### src/rtl/serial_adder_ctrl_pkg.sv
// Shared definitions for the bit-serial add/subtract unit.
//   WIDTH_DEF : default operand/result width
//   state_e   : sequencer state encoding
package serial_adder_ctrl_pkg;

   localparam int unsigned WIDTH_DEF = 8;

   typedef enum logic [1:0] {
      ST_IDLE = 2'd0,
      ST_RUN  = 2'd1,
      ST_DONE = 2'd2
   } state_e;

endpackage

### src/rtl/serial_adder_ctrl_if.sv
// Request/result bundle for the serial add/subtract unit.
//   master : drives start, sub, a, b; observes busy, done, sum, cout, ovf
//   slave  : the arithmetic unit side
interface serial_adder_ctrl_if #(
   parameter int unsigned WIDTH = serial_adder_ctrl_pkg::WIDTH_DEF
);

   logic             start;
   logic             sub;
   logic [WIDTH-1:0] a;
   logic [WIDTH-1:0] b;
   logic             busy;
   logic             done;
   logic [WIDTH-1:0] sum;
   logic             cout;
   logic             ovf;

   modport master (
      output start, sub, a, b,
      input  busy, done, sum, cout, ovf
   );

   modport slave (
      input  start, sub, a, b,
      output busy, done, sum, cout, ovf
   );

endinterface

### src/rtl/full_adder_bit.sv
// One-bit full adder, the only arithmetic cell of the serial unit.
//   A, B : operand bits
//   C0   : carry in
//   F    : sum bit
//   C1   : carry out (majority of A, B, C0)
module full_adder_bit (
   input  logic A,
   input  logic B,
   input  logic C0,
   output logic F,
   output logic C1
);

   assign F  = A ^ B ^ C0;
   assign C1 = (A & B) | (A & C0) | (B & C0);

endmodule

### src/rtl/serial_adder_ctrl.sv
// Bit-serial WIDTH-bit add/subtract sequencer around one shared full adder.
// One result bit per clock, LSB first; subtraction is A + ~B + 1.
//   clk, rst : clock, synchronous active-high reset
//   bus      : slave side of serial_adder_ctrl_if (start/sub/a/b in,
//              busy/done/sum/cout/ovf out)
module serial_adder_ctrl
   import serial_adder_ctrl_pkg::*;
#(
   parameter  int unsigned WIDTH = WIDTH_DEF,
   localparam int unsigned CNT_W = $clog2(WIDTH)
) (
   input  logic                clk,
   input  logic                rst,
   serial_adder_ctrl_if.slave  bus
);

   state_e             state;
   logic [WIDTH-1:0]   op_a;
   logic [WIDTH-1:0]   op_b;
   logic [WIDTH-1:0]   sum_r;
   logic [CNT_W-1:0]   cnt;
   logic               carry;
   logic               cmsb;
   logic               cout_r;
   logic               ovf_r;
   logic               busy_r;
   logic               done_r;
   logic               fa_f;
   logic               fa_c1;

   full_adder_bit u_fa (
      .A  (op_a[0]),
      .B  (op_b[0]),
      .C0 (carry),
      .F  (fa_f),
      .C1 (fa_c1)
   );

   // Sequencer; busy/done are registered from the state and so trail it by one cycle.
   always_ff @(posedge clk) begin
      if (rst) begin
         state  <= ST_IDLE;
         op_a   <= '0;
         op_b   <= '0;
         sum_r  <= '0;
         cnt    <= '0;
         carry  <= 1'b0;
         cmsb   <= 1'b0;
         cout_r <= 1'b0;
         ovf_r  <= 1'b0;
         busy_r <= 1'b0;
         done_r <= 1'b0;
      end else begin
         busy_r <= (state == ST_RUN) || (state == ST_DONE);
         done_r <= (state == ST_DONE);
         case (state)
            ST_IDLE: begin
               if (bus.start) begin
                  op_a  <= bus.a;
                  op_b  <= bus.sub ? ~bus.b : bus.b;
                  carry <= bus.sub;
                  cnt   <= '0;
                  state <= ST_RUN;
               end
            end
            ST_RUN: begin
               sum_r <= {fa_f, sum_r[WIDTH-1:1]};
               op_a  <= {1'b0, op_a[WIDTH-1:1]};
               op_b  <= {1'b0, op_b[WIDTH-1:1]};
               carry <= fa_c1;
               cnt   <= cnt + CNT_W'(1);
               // Carry into the MSB, needed for signed overflow.
               if (cnt == CNT_W'(WIDTH - 2)) begin
                  cmsb <= fa_c1;
               end
               if (cnt == CNT_W'(WIDTH - 1)) begin
                  cout_r <= fa_c1;
                  ovf_r  <= fa_c1 ^ cmsb;
                  state  <= ST_DONE;
               end
            end
            ST_DONE: begin
               state <= ST_IDLE;
            end
            default: begin
               state <= ST_IDLE;
            end
         endcase
      end
   end

   assign bus.busy = busy_r;
   assign bus.done = done_r;
   assign bus.sum  = sum_r;
   assign bus.cout = cout_r;
   assign bus.ovf  = ovf_r;

endmodule

### src/flat_wrapper.sv
// flat-port wrapper written by rule: the top's interface ports become plain ports
module serial_adder_ctrl_flat import serial_adder_ctrl_pkg::*;
#(
   parameter  int unsigned WIDTH = WIDTH_DEF,
   localparam int unsigned CNT_W = $clog2(WIDTH)
)
  (clk, rst, bus_start, bus_sub, bus_a, bus_b, bus_busy, bus_done, bus_sum, bus_cout, bus_ovf);
  serial_adder_ctrl_if #(.WIDTH(WIDTH)) bus_i ();
  input  logic clk;
  input  logic rst;
  input wire logic [$bits(bus_i.start)-1:0] bus_start;
  input wire logic [$bits(bus_i.sub)-1:0] bus_sub;
  input wire logic [$bits(bus_i.a)-1:0] bus_a;
  input wire logic [$bits(bus_i.b)-1:0] bus_b;
  output wire logic [$bits(bus_i.busy)-1:0] bus_busy;
  output wire logic [$bits(bus_i.done)-1:0] bus_done;
  output wire logic [$bits(bus_i.sum)-1:0] bus_sum;
  output wire logic [$bits(bus_i.cout)-1:0] bus_cout;
  output wire logic [$bits(bus_i.ovf)-1:0] bus_ovf;
  assign bus_i.start = bus_start;
  assign bus_i.sub = bus_sub;
  assign bus_i.a = bus_a;
  assign bus_i.b = bus_b;
  assign bus_busy = bus_i.busy;
  assign bus_done = bus_i.done;
  assign bus_sum = bus_i.sum;
  assign bus_cout = bus_i.cout;
  assign bus_ovf = bus_i.ovf;
  serial_adder_ctrl #(.WIDTH(WIDTH)) u_core (.clk(clk), .rst(rst), .bus(bus_i));
endmodule
### config.mk
export PLATFORM = sky130hd
export DESIGN_NAME = serial_adder_ctrl_flat
export DESIGN_NICKNAME = d
export VERILOG_FILES = /design/src/rtl/serial_adder_ctrl_pkg.sv /design/src/rtl/serial_adder_ctrl_if.sv /design/src/rtl/full_adder_bit.sv /design/src/rtl/serial_adder_ctrl.sv /design/src/flat_wrapper.sv
export SDC_FILE = /design/constraint.sdc
export NUM_CORES = 1
export LEC_CHECK = 0
export CAP_MARGIN = 15
export CORE_ASPECT_RATIO = 1.75
export CORE_MARGIN = 3
export CORE_UTILIZATION = 46
export DETAILED_ROUTE_END_ITERATION = 8
export GPL_TIMING_DRIVEN = 0
export PLACE_DENSITY = 0.75
export SLEW_MARGIN = 30
export SYNTH_ARGS = -nofsm -noshare
export SYNTH_HDL_FRONTEND = slang
export SYNTH_SLANG_ARGS = --single-unit
### constraint.sdc
create_clock -name clk -period 1.4 [get_ports clk]
set_input_delay 0.28 -clock clk [delete_from_list [all_inputs] [get_ports clk]]
set_output_delay 0.28 -clock clk [all_outputs]
set_load 0.02 [all_outputs]
== Yosys cells after proc, flatten, opt, wreduce, memory -nomap -nowiden ==
Index checks and enable logic that the tools add are counted.

* Register bits after elaboration: 35
* Input port bits: 20
* Output and inout port bits: 12

* Add/sub/neg operators: 1
* Equal/unequal tests: 6
* Muxes and demuxes: 12
* Bitwise operators: 9
* Reductions and logical operators: 7

{| class="wikitable"
|+ Operator list
! kind !! number
|-
| case mux 8 bit (2 select lines) || 2
|-
| two-way mux 8 bit || 3
|-
| NOT 8 bit || 1
|-
| AND reduction 2 bit || 4
|-
| == test 3 bit, second input constant || 2
|-
| case mux 3 bit (2 select lines) || 1
|-
| two-way mux 2 bit || 2
|-
| inequality test 2 bit, second input constant || 2
|-
| case mux 2 bit (2 select lines) || 1
|-
| adder 3 x 1 -> 3 bit, second input constant || 1
|-
| AND 1 bit || 3
|-
| two-way mux 3 bit || 1
|-
| XOR 1 bit || 3
|-
| == test 2 x 1 -> 1 bit, second input constant || 1
|-
| == test 2 bit, second input constant || 1
|-
| zero test 2 bit || 1
|-
| bitwise OR 1 bit || 2
|-
| case mux 1 bit (2 select lines) || 1
|-
| nonzero test 2 bit || 1
|-
| logical OR 1 bit || 1
|-
| two-way mux 1 bit || 1
|}

== Depth between registers and ports, before layout ==
Gate-level depths: netlist of the first run.

* Word-level depth: 4
* Depth in mapped cells: 7

== By module ==
Synthesis of the first run repeated with hierarchy kept, for this count alone.

* Cells, all modules: 170
* Area, all modules: 1635.3 sq um

{| class="wikitable"
|+ Modules (own cells, without submodules)
! module !! instances !! cells each !! area each (sq um)
|-
| serial_adder_ctrl || 1 || 169 || 1615.3
|-
| full_adder_bit || 1 || 1 || 20.0
|}

== Least setup slack after synthesis of the first run ==
Ideal clock, no wire load.

* Path kind: reg2reg
* Start point: register u_core.state[0]
* End point: register u_core.op_b[2]
* Library setup time: 0.132 ns
* Data arrival time: 1.277 ns
* Slack: -0.010 ns
* Cell stages (with the launch flop): 7
* Cell sequence: dfxtp_1 inv_1 ha_1 mux2_4 buf_4 o211ai_1 a21oi_1

* Cells in the longest elaborated chain, start to end: 3

{| class="wikitable"
|+ RTL lines
! what !! line !! text
|-
| start: declaration || serial_adder_ctrl.sv:17 || <nowiki>state_e state;</nowiki>
|-
| start signal: assignment || serial_adder_ctrl.sv:42 || <nowiki>state <= ST_IDLE;</nowiki>
|-
| start signal: assignment || serial_adder_ctrl.sv:63 || <nowiki>state <= ST_RUN;</nowiki>
|-
| start signal: assignment || serial_adder_ctrl.sv:79 || <nowiki>state <= ST_DONE;</nowiki>
|-
| == test 2 x 1 -> 1 bit or zero test 2 bit (tied branches) || serial_adder_ctrl.sv:56 || <nowiki>case (state)</nowiki>
|-
| nonzero test 2 bit (no source line) or inequality test 2 bit (tied branches) || - ||
|-
| AND reduction 2 bit (no source line) || - ||
|-
| end signal: assignment || serial_adder_ctrl.sv:60 || <nowiki>op_b <= bus.sub ? ~bus.b : bus.b;</nowiki>
|-
| end signal: assignment || serial_adder_ctrl.sv:69 || <nowiki>op_b <= {1'b0, op_b[WIDTH-1:1]};</nowiki>
|-
| end: declaration || serial_adder_ctrl.sv:19 || <nowiki>logic [WIDTH-1:0] op_b;</nowiki>
|}

Several ways; a longest one is shown, not always the timed one.
A chain may end at the register's enable or synchronous reset.

== Final worst setup path of the first run ==
* Start point: register u_core.state[0]
* End point: register u_core.op_b[1]

The elaborated chain is that of the path after synthesis.

==> results of run 1 <==
==> Yosys cell counts <==
cell type	count
dfxtp_1	35
nor2_1	20
mux2i_1	18
a21oi_1	13
nand2_1	12
nand2b_1	9
xor2_1	8
a211oi_2	7
o211ai_1	7
ha_1	6
inv_1	5
buf_2	4
buf_6	3
clkbuf_1	3
nand3_1	3
nor2b_1	3
a211oi_1	2
a32oi_1	2
buf_4	2
nor3_1	2
a21oi_2	1
fa_1	1
mux2_4	1
nand3b_1	1
or3_1	1
xnor2_1	1
==> through the flow <==
| stage | TNS (ns) | total power, mW | area [um^2] | setup WS, ns | cells |
|---|---|---|---|---|---|
| after floorplan | 0 | 1.44 | 1650 | 0.0259 | 170 |
| after global placement | -4.06 | 1.56 | 2000 | -0.211 | 244 |
| after detailed placement | -5.41 | 1.59 | 2000 | -0.265 | 244 |
| after CTS | 0 | 2.29 | 2150 | 0.00187 | 255 |
| after global routing | -0.807 | 2.45 | 2250 | -0.0752 | 258 |
| final | -0.220 | 2.34 | 2250 | -0.0339 | 258 |
==> per-layer routing <==
metal / vias to the layer above / track usage
met5: - / 0
li1: 667 / -
met1: 644 / 0.197
met3: 9 / 0.0492
met2: 29 / 0.361
met4: 0 / 0.0883
==> sequential cells by signal, summed over array words and instances, names as in the netlist <==
name,flops
u_core.carry,1
u_core.op_a,8
u_core.op_b,8
u_core.bus.done,1
u_core.state,2
u_core.bus.sum,8
u_core.cmsb,1
u_core.cnt,3
u_core.bus.ovf,1
u_core.bus.cout,1
u_core.bus.busy,1
==> area by class of cell <==
type / instances / area (um^2)
tap: 45 / 56.3
sequential: 35 / 708
timing repair buffer: 37 / 353
inverter: 5 / 23.8
buffer: 12 / 118
fill: 290 / 1150
multi-input combinational: 118 / 921
clock buffer: 6 / 72.6
==> worst max-delay path by stage <==
stage | from | end | slack, ns
2_1_floorplan | u_core.state[1]$_SDFFE_PP0P_ | u_core.op_b[7]$_SDFFE_PP0P_ | 0.03
3_3_place_gp | bus_start | u_core.op_b[7]$_SDFFE_PP0P_ | -0.21
3_5_place_dp | bus_start | u_core.op_a[7]$_SDFFE_PP0P_ | -0.26
4_1_cts | u_core.state[0]$_SDFFE_PP0P_ | u_core.op_b[6]$_SDFFE_PP0P_ | 0.002
5_1_grt | u_core.state[1]$_SDFFE_PP0P_ | u_core.op_b[0]$_SDFFE_PP0P_ | -0.08
6_report | u_core.state[0]$_SDFFE_PP0P_ | u_core.op_b[1]$_SDFFE_PP0P_ | -0.03
==> cell families after synthesis <==
| group | count (synthesis) |
|---|---|
| flip-flops | 35 |
| AO/OA/AOI/OAI | 32 |
| adder cells (fa/ha/maj) | 7 |
| buffers and inverters | 17 |
| XOR/XNOR | 9 |
| AND/OR/NAND/NOR | 51 |
| multiplexers | 19 |
==> power by group through the flow <==
stage | Clock [mW] | Sequential [mW] | Combinational [mW]
after global routing | 0.700 | 1.12 | 0.636
after floorplan | 0 | 1.12 | 0.322
final | 0.650 | 1.11 | 0.587
after CTS | 0.673 | 1.10 | 0.516
after global placement | 0 | 1.12 | 0.446
after detailed placement | 0 | 1.12 | 0.468
==> repair_timing <==
action	4_1_cts	5_1_grt
hold endpoints to repair	0	0
gates cloned	0	1
setup buffers	5	2
setup endpoints to repair	43	30
pin swaps	1	4
gates resized for setup	27	18
==> reports/results.tsv, run 1 <==
metric	value	unit
io_buffer_count	29	
vias_per_cell	5.23	
yosysTopAreaCell	dfxtp_1	
maxCapViolCount	0	
die_h	85.2	um
syn-num-nets	197	
yosys-top-cells-area	dfxtp_1, mux2i_1, a211oi_2	
coreArea	3400	um^2
antenna_found_initial	0	
hpwlAfterDp	2710	um
firstDrtPassIters	4	
skew	0.00612	ns
p_sw	0.645	mW
h-tree-depth	2	
synth_xor_area_frac	0.0478	
synthesis.area	1650	um^2
crit_buf_inv	2	
fmax	697	MHz
post-route-drc-count	0	
ys_seq_area_frac	0.425	
powerDensity	1040	nW/um^2
hold_depth	2	
die_area	4370	um^2
mostFrequentLayoutCells	dfxtp_1, mux2i_1, clkdlybuf4s50_1	
final-setup-viol-count	12	
r2r-start	u_core.state[0]$_SDFFE_PP0P_	
status	complete, but fails checks	
antenna_cells	0	
rsz0062_at_grt	yes	
cp-start-kind	register	
synth_mux_area_frac	0.118	
grt_pass1_vias	1390	
seqPwrFrac	0.473	
crit_type	reg2reg	
grt_max_degree	11	
layout-drive-gt1-share	0.216	
arrival	1.58	ns
gp_congestion	0.761	
r2r_cells	6	
p_int	1.70	mW
fin_ws	-0.0339	ns
path_depth	6	
clockPowerShare	0.277	
hold_violations	0	
final_nets	241	
hp-start	rst	
whs	0.348	ns
synth-simple-area-share	0.142	
mostFrequentLayoutCell	dfxtp_1	
synth_top_area_share	0.425	
ant_nets	0	
met3WireLength	142	um
postSynthAreaPerCell	9.70	um^2
slowest_stage	dfxtp_4	
rr_endpoint	u_core.op_b[1]$_SDFFE_PP0P_	
p_leak	0.922	nW
final.min_clock_period	1.43	ns
switching_share	0.275	
vdd_drop_max	0.705	mV
synth_compound_area_frac	0.149	
synth_cells	170	
worst_slew_pin_slew	0.495	ns
hold_path_class	in2reg	
drt_wl_total	3910	um
syn_to_final_growth	36.6	%
path_delay_family	flip-flops	
maxSlewViolCount	0	
numCtsBuffers	5	
vias	1349	
wire_per_inst	15.1	um
grt_overflow_total	0	
maxSlewHeadroom	0.670	
reg2reg_slack	-0.03	ns
wl_met1	1490	um
required	1.55	ns
ys_ff_latch	35	
clk_latency	0.28	ns
synth_warnings	0	
grt_pass1_wl	6360	um
synth-adder-area-share	0.0577	
combPwrFrac	0.250	
clock-root-buffer	clkbuf_8	
drt_iter0_drc	9	
violations	setup timing	
wl_met2	2190	um
cts_sinks	35	
cts_max_path_buffers	2	
row_count	28	
topRoutingLayerUsed	met4	
yosysUniqueCellTypes	26	
fp.dieW	51.3	um
final_core_util	0.663	
synth_top_family_by_area	compound AO/OA/AOI/OAI gates	
critPathCaptureType	register	
ioPinCount	32	
clkTransAtPathRegs	0.06	ns
cts_hold_buf	0	
period_share	1.02	
cts_tree	built	
cp_max_fo	10	
grt_usage	0.195	
slowest_delay	0.37	ns
hold_path_end	u_core.bus.done$_SDFF_PP0_	
initial_core_util	0.485	
crit_chain	inv_4 -> ha_4 -> mux2_4 -> buf_8 -> o211ai_1 -> a21oi_1	
(Power assumes the default switching activity.)
==> inputs of run 2 (changes only) <==
GPL_ROUTABILITY_DRIVEN = 0   (was not set)
TNS_END_PERCENT = 100   (was not set)
==> results of run 2 <==
The final DEF is identical to that of run 1; final timing and power are the same.
==> inputs of run 3 (changes only) <==
GPL_TIMING_DRIVEN = not set   (was 0)
==> reports/results.tsv, run 3 (synthesis gave the netlist of run 1 again) <==
metric	value	unit
numCtsBuffers	5	
hold_path_class	reg2reg	
grt_max_degree	36	
clock-root-buffer	clkbuf_8	
layout-drive-gt1-share	0.194	
rsz0062_at_grt	yes	
final-setup-viol-count	0	
ant_nets	0	
pre_cts_ws	-0.150	ns
drt_iter0_drc	35	
cts_setup_buffers	0	
slowest_stage	dfxtp_4	
fmax	725	MHz
firstDrtPassIters	4	
post-route-drc-count	0	
die_h	85.2	um
crit_type	reg2reg	
vias_per_cell	5.23	
powerDensity	1140	nW/um^2
hold_violations	0	
r2r-start	u_core.state[0]$_SDFFE_PP0P_	
die_area	4370	um^2
maxSlewViolCount	0	
maxCapViolCount	0	
arrival	1.59	ns
fp.dieW	51.3	um
hp-start	u_core.op_b[5]$_SDFFE_PP0P_	
p_leak	0.901	nW
vias	1312	
dpl-instance-area	2010	um^2
tns	0	ns
hpwlAfterDp	2340	um
crit_chain	inv_4 -> ha_4 -> mux2i_4 -> buf_6 -> nand2_1 -> a21oi_2	
h-tree-depth	2	
final.min_clock_period	1.38	ns
required	1.61	ns
critPathCaptureType	register	
final_area	2220	um^2
maxSlewHeadroom	0.795	
slowest_delay	0.37	ns
clkTransAtPathRegs	0.07	ns
status	completed	
cp_max_fo	6	
cts_max_path_buffers	2	
skew	0.00149	ns
coreArea	3400	um^2
grt_usage	0.173	
period_share	0.985	
grt_overflow_total	0	
cp-start-kind	register	
row_count	28	
drt_wl_total	3620	um
cts_tree	built	
whs	0.448	ns
ioPinCount	32	
mostFrequentLayoutCells	dfxtp_1, nor2_1, clkdlybuf4s50_1	
io_buffer_count	31	
cp-startpoint	u_core.state[0]$_SDFFE_PP0P_	
grt_pass1_wl	5830	um
clk_latency	0.28	ns
syn_to_final_growth	34.9	%
mostFrequentLayoutCell	dfxtp_1	
antenna_found_initial	0	
cts_hold_buf	0	
final_nets	232	
initial_core_util	0.485	
cts_sinks	35	
grt_pass1_vias	1316	
worst_slew_pin_slew	0.307	ns
fin_ws	0.0206	ns
wire_per_inst	14.4	um
antenna_cells	0	
vdd_drop_max	0.804	mV
[run 3: where the power goes]
part / switching [mW] / internal [mW] / total (mW)
logic: 0.257 / 0.263 / 0.520
clock network: 0.344 / 0.576 / 0.920
registers: 0.0408 / 1.06 / 1.10
total: 0.642 / 1.90 / 2.54
[run 3: per-stage QoR]
stage / instances / util / total power [mW]
2_1_floorplan: 170 / - / 1.44
3_3_place_gp: 240 / 0.592 / 1.56
3_5_place_dp: 240 / 0.592 / 1.57
4_1_cts: 248 / 0.634 / 2.53
5_1_grt: 251 / 0.655 / 2.67
6_report: 251 / 0.655 / 2.54
[run 3: final cells by class]
type | count | area, um^2
inverter | 5 | 23.8
tap | 45 | 56.3
multi-input combinational | 120 | 941
sequential | 35 | 706
clock inverter | 2 | 35.0
fill | 276 | 1170
clock buffer | 6 | 82.6
timing repair buffer | 38 | 380
[run 3: timing repair]
action                                 in CTS  in global routing
pin swaps                                   0                  2
endpoints found under the hold margin       0                  0
setup endpoints to repair                  33                 20
cloned                                      0                  3
resized for setup                          22                 14
[run 3: layer usage]
layer / vias to the layer above / GRT usage / wire length [um]
met4: 0 / 0.0811 / 42
met1: 613 / 0.194 / 1420
met3: 6 / 0.0439 / 190
li1: 650 / - / -
met2: 43 / 0.300 / 1970
met5: - / 0 / 0
[run 3: critical path: cells and delay by family, from the launching register on]
| family | cells | cell delay [ns] |
|---|---|---|
| muxes | 1 | 0.29 |
| and+or+nand+nor | 1 | 0.08 |
| adders and majority gates | 1 | 0.20 |
| AOI/OAI and AO/OA | 1 | 0.15 |
| buffers and inverters | 2 | 0.23 |
| DFF | 1 | 0.37 |
[run 3: worst paths after layout]
path	to	slack (ns)	cells after the start
worst max-delay path	u_core.cnt[0]$_SDFFE_PP0P_	0.02	6
worst min-delay path	u_core.op_b[5]$_SDFFE_PP0P_	0.45	2
worst max register to register	u_core.cnt[0]$_SDFFE_PP0P_	0.02	6
worst min register to register	u_core.op_b[5]$_SDFFE_PP0P_	0.45	2
